File: src/rtl/fetch_ctrl.sv
// Instruction-fetch sequencer: owns the PC, fills the IF/ID register from the
// combinational instruction memory, and applies start/halt/stall/redirect control.
module fetch_ctrl #(
    parameter int                PC_W     = 14,
    parameter int                IW       = 32,
    parameter logic [PC_W-1:0]   RESET_PC = '0,
    parameter logic [IW-1:0]     NOP_WORD = '0
) (
    input  logic            clk,
    input  logic            reset,
    input  logic            start,
    input  logic            halt,
    input  logic            stall,
    input  logic            redirect_valid,
    input  logic [PC_W-1:0] redirect_target,
    output logic [PC_W-1:0] pc_out,
    input  logic [IW-1:0]   ir_in,
    output logic [IW-1:0]   if_id_ir,
    output logic [PC_W-1:0] if_id_pc,
    output logic            if_id_valid,
    output logic            running,
    output logic [31:0]     fetch_cnt,
    output logic [1:0]      dbg_state
);

    typedef enum logic [1:0] {
        S_IDLE   = 2'd0,
        S_RUN    = 2'd1,
        S_HALTED = 2'd2
    } state_t;

    state_t          r_state;
    state_t          w_next_state;
    logic [PC_W-1:0] r_pc;
    logic [PC_W-1:0] w_pc_nxt;
    logic [IW-1:0]   r_ir;
    logic [IW-1:0]   w_ir_nxt;
    logic [PC_W-1:0] r_ipc;
    logic [PC_W-1:0] w_ipc_nxt;
    logic            r_valid;
    logic            w_valid_nxt;
    logic [31:0]     r_cnt;
    logic [31:0]     w_cnt_nxt;

    always_ff @(posedge clk) begin
        if (reset) begin
            r_state <= S_IDLE;
            r_pc    <= RESET_PC;
            r_ir    <= NOP_WORD;
            r_ipc   <= '0;
            r_valid <= 1'b0;
            r_cnt   <= 32'd0;
        end else begin
            r_state <= w_next_state;
            r_pc    <= w_pc_nxt;
            r_ir    <= w_ir_nxt;
            r_ipc   <= w_ipc_nxt;
            r_valid <= w_valid_nxt;
            r_cnt   <= w_cnt_nxt;
        end
    end

    // In RUN exactly one action per edge: halt > redirect > stall > advance.
    always_comb begin
        w_next_state = r_state;
        w_pc_nxt     = r_pc;
        w_ir_nxt     = r_ir;
        w_ipc_nxt    = r_ipc;
        w_valid_nxt  = r_valid;
        w_cnt_nxt    = r_cnt;
        case (r_state)
            S_IDLE: begin
                if (redirect_valid) w_pc_nxt = redirect_target;
                if (start)          w_next_state = S_RUN;
            end
            S_RUN: begin
                if (halt) begin
                    w_next_state = S_HALTED;
                    w_ir_nxt     = NOP_WORD;
                    w_valid_nxt  = 1'b0;
                end else if (redirect_valid) begin
                    // The word on ir_in is wrong-path; replace it with a bubble.
                    w_pc_nxt    = redirect_target;
                    w_ir_nxt    = NOP_WORD;
                    w_valid_nxt = 1'b0;
                end else if (!stall) begin
                    w_ir_nxt    = ir_in;
                    w_ipc_nxt   = r_pc;
                    w_valid_nxt = 1'b1;
                    w_pc_nxt    = r_pc + PC_W'(1);
                    w_cnt_nxt   = r_cnt + 32'd1;
                end
            end
            S_HALTED: begin
                if (redirect_valid)   w_pc_nxt = redirect_target;
                if (start && !halt)   w_next_state = S_RUN;
            end
            default: w_next_state = S_IDLE;
        endcase
    end

    assign pc_out      = r_pc;
    assign if_id_ir    = r_ir;
    assign if_id_pc    = r_ipc;
    assign if_id_valid = r_valid;
    assign fetch_cnt   = r_cnt;
    assign running     = (r_state == S_RUN);
    assign dbg_state   = r_state;

endmodule

File: config.mk
export PLATFORM = sky130hd
export DESIGN_NAME = fetch_ctrl
export DESIGN_NICKNAME = d
export VERILOG_FILES = /design/src/rtl/fetch_ctrl.sv
export SDC_FILE = /design/constraint.sdc
export NUM_CORES = 1
export LEC_CHECK = 0
export CORE_MARGIN = 4
export CORE_UTILIZATION = 46
export CTS_BUF_LIST = sky130_fd_sc_hd__clkbuf_8
export DETAILED_ROUTE_END_ITERATION = 6
export PLACE_DENSITY = 0.82
export SLEW_MARGIN = 20
export SYNTH_ARGS = -nofsm -noshare
export SYNTH_HDL_FRONTEND = slang
export SYNTH_SLANG_ARGS = --single-unit
File: constraint.sdc
create_clock -name clk -period 2.6 [get_ports clk]
set_input_delay 0.26 -clock clk [delete_from_list [all_inputs] [get_ports clk]]
set_output_delay 0.26 -clock clk [all_outputs]
set_load 0.01 [all_outputs]
==> metrics.md <==
| Metric | Value |
|---|---|
| Net switching fraction of the power | `0.2552` |
| Power per cell area | `477.3 nW/µm²` |
| Reg2Reg Setup Slack | `0.28 ns` |
| Yosys warnings | `0` |
| Switching power | `0.0007270 W` |
| Syn Inst Count | `496` |
| Die X | `103.2 µm` |
| Worst path required time | `2.90 ns` |
| Flop pwr share | `0.536` |
| Cell Rows | `34` |
| Placed instance area | `5771 µm²` |
| Max Cap Violations | `0` |
| Clock Latency Late Sink | `0.36 ns` |
| Syn_area_per_cell | `8.403 µm²` |
| Unrepaired setup endpoints after global routing | `no` |
| Hpwl dp | `8917 µm` |
| CP max stage cell | `or4_1` |
| Max Freq | `431.6 MHz` |
| Die Span Y | `103.2 µm` |
| Top Family by Delay on Critical Path | `simple AND/OR/NAND/NOR gates` |
| VDD IR-drop max | `0.2817 mV` |
| Clock power frac | `0.341` |
| TritonCTS buffer count | `9` |
| Max Root-Sink Buffers | `2` |
| Post-synth EDFFs | `0` |
| GPL Wtd Cong | `0.8028` |
| Reg2reg path depth | `5` |
| Area leader, netlist | `dfxtp_1` |
| Buffers & Inverters on Critical Path | `0` |
| Drt pass-1 iters | `4` |
| CP Class | `register to register` |
| Setup violators final | `0` |
| Syn Nets | `550` |
| Post-route DRC | `0` |
| End of the worst register-to-register path | `fetch_cnt[28]$_SDFFE_PP0P_` |
| Hold EP | `fetch_cnt[0]$_SDFFE_PP0P_` |
| Buffers on Ports | `147` |
| Crit path cell chain | `ha_1 > nand3_1 > or4_1 > or4_1 > a21oi_1` |
| Crit share post-route | `0.8911` |
| Hold Fails Final Rpt | `0` |
| Reg-to-Reg Start | `fetch_cnt[1]$_SDFFE_PP0P_` |
| Antenna violation net count after detailed routing | `0` |
| Post-CTS sizing | `0` |
| Relative slew slack | `0.6114` |
| Initial DRC count | `195` |
| Sequential element share of the synthesized area | `0.4563` |
| IO Pins | `148` |
| Synthesis-to-finish area growth | `43.17%` |
| Ys flop type | `dfxtp_1` |
| CTS Hold Bufs | `0` |
| Die area | `10650 µm²` |
| Fin area | `5967 µm²` |
| # diodes | `0` |
| Post-CTS Setup Repair Bufs | `0` |
| Cells on Worst Hold Path | `2` |
| Hold Crit Class | `primary input to register` |
| Hold path start | `reset` |
| Average wire per cell in the routed design | `16.33 µm` |
| Setup TNS | `0 ns` |
| Clock Skews | `0.01511 ns` |
| CTS sink cnt | `95` |
| #FFs+latches synth | `95` |
| First-pass GRT wire length | `19170 µm` |
| Initial antenna violation count | `0` |
| TritonCTS clock tree | `done` |
| Syn Std Cell Area | `4168 µm²` |
| Post-synth ARST share | `0` |
| Worst Tran Pin Value | `0.5814 ns` |
| Power Internal | `0.002121 W` |
| Leakage power total | `1.954 nW` |
| Worst-path clk slew | `0.10 ns` |
| Count of cell types in the netlist | `48` |
| Crit path DAT | `2.61 ns` |
| Max stage delay on crit path | `0.77 ns` |
| Share of layout cells above drive strength 1 | `0.06573` |
| Routed via count | `4267` |
| Core Util, Final | `0.6809` |
| Gr usage total | `0.2246` |
| Worst-path fanout max | `16` |
| CTS H-Tree Depth | `3` |
| CP endpoint kind | `register` |
| Pwr Total | `0.002848 W` |
| Vias in the first global route | `3977` |
| Comb pwr share | `0.122` |
| Vias per cell | `5.712` |
| Core Box Area | `8763 µm²` |
| Final min period | `2.317 ns` |
| Post-synth top area share | `0.4563` |
| Most area-consuming cells after synthesis | `dfxtp_1, a22oi_1, a21oi_1, nor2_1, nand2_1` |
| Starting Density | `0.4756` |
| Startpoint types | `register` |
| CTS Root Cell | `clkbuf_8` |
| Routed WL | `12200 µm` |
| Fin nets | `688` |
| Slew Limit Fails | `0` |
| Cell mode on critical path | `or4_1` |
| GR Overflow Total | `0` |
| Largest net degree at the start of global routing | `49` |
| Outcome | `finished clean` |
-- worst max path at each step --
stage                              startpoint                         end  slack [ns]  cells past startpoint
floorplan           fetch_cnt[0]$_SDFFE_PP0P_  fetch_cnt[30]$_SDFFE_PP0P_        0.49                      7
global placement                         halt  fetch_cnt[28]$_SDFFE_PP0P_        0.08                      5
detailed placement                       halt  fetch_cnt[28]$_SDFFE_PP0P_        0.03                      5
CTS                 fetch_cnt[1]$_SDFFE_PP0P_  fetch_cnt[28]$_SDFFE_PP0P_        0.30                      5
global route        fetch_cnt[1]$_SDFFE_PP0P_  fetch_cnt[24]$_SDFFE_PP0P_        0.15                      5
finish              fetch_cnt[1]$_SDFFE_PP0P_  fetch_cnt[28]$_SDFFE_PP0P_        0.28                      5
-- Yosys cell counts (all sizes together) (9+ instances only) --
cell,instances
or4,22
dfxtp,95
clkbuf,31
o21ai,17
a22oi,33
nor4,9
a21oi,44
nand2,48
nor2,55
o31ai,18
nand4,18
nand3,17
-- layout by cell type, fill, tap and decap left out, types with 3 or more instances in the layout --
cell	count
a21oi_1	44
a22oi_1	33
a31oi_1	5
a32oi_1	3
and2_1	6
and4_1	4
buf_4	16
clkbuf_8	9
clkdlybuf4s50_1	146
dfxtp_1	95
inv_1	10
mux2_2	3
nand2_1	48
nand3_1	17
nand4_1	18
nor2_1	55
nor2b_1	6
nor3_1	5
nor4_1	9
o21a_1	3
o21ai_0	15
o31ai_1	18
or3_1	7
or4_1	21
xnor2_1	3
xor2_1	6
-- stage by stage --
step                      std cells  worst slack (ns)  hold slack [ns]
after floorplan                 496            0.4856           0.4226
after global placement          731           0.08222           0.4417
after detailed placement        731           0.02843           0.4483
after CTS                       747            0.3043           0.3486
after global routing            747            0.1483           0.3697
final                           747            0.2833           0.3521
-- cell type report --
type,count,area [µm²]
clock inverter,7,72.57
fill,711,2796
inverter,8,30.03
tap,108,135.1
clock buffer,9,123.9
timing repair buffer,165,1627
multi-input combinational,355,2077
sequential,95,1902
-- logic make-up after synthesis --
family | after synthesis | share of synthesized area
and+or+nand+nor | 208 | 0.2579
AOI/OAI and AO/OA | 132 | 0.2029
buffers and inverters | 46 | 0.04743
DFF | 95 | 0.4563
xor gates and xnor gates | 9 | 0.01891
adders and majority gates | 2 | 0.006003
muxes | 4 | 0.01051
-- sequential cells by signal, summed over array words and instances (netlist names) --
name         flops
fetch_cnt       32
if_id_ir        32
if_id_pc        14
pc_out          14
dbg_state        2
if_id_valid      1
-- power groups by stage --
stage,Sequential (W),Clock [W],Combinational (W)
finish,0.00153,0.000972,0.000348
global route,0.00153,0.00105,0.000375
CTS,0.00153,0.000991,0.000348
detailed placement,0.00156,0,0.000348
global placement,0.00156,0,0.000340
floorplan,0.00156,0,0.000143
-- worst reg2reg max path, stage by stage (launching register included) --
cell	delay, ns
dfxtp_1	0.42
ha_1	0.25
nand3_1	0.12
or4_1	0.77
or4_1	0.55
a21oi_1	0.15
-- routing by layer --
layer	global-route usage	share of wire	wire, µm	vias up
met3	0.09457	0.093	1138	17
met5	0	0	0	-
li1	-	-	-	2098
met2	0.3656	0.46	5671	146
met4	0.05876	0.014	175	0
met1	0.2756	0.43	5212	2006
(Power assumes the default switching activity.)
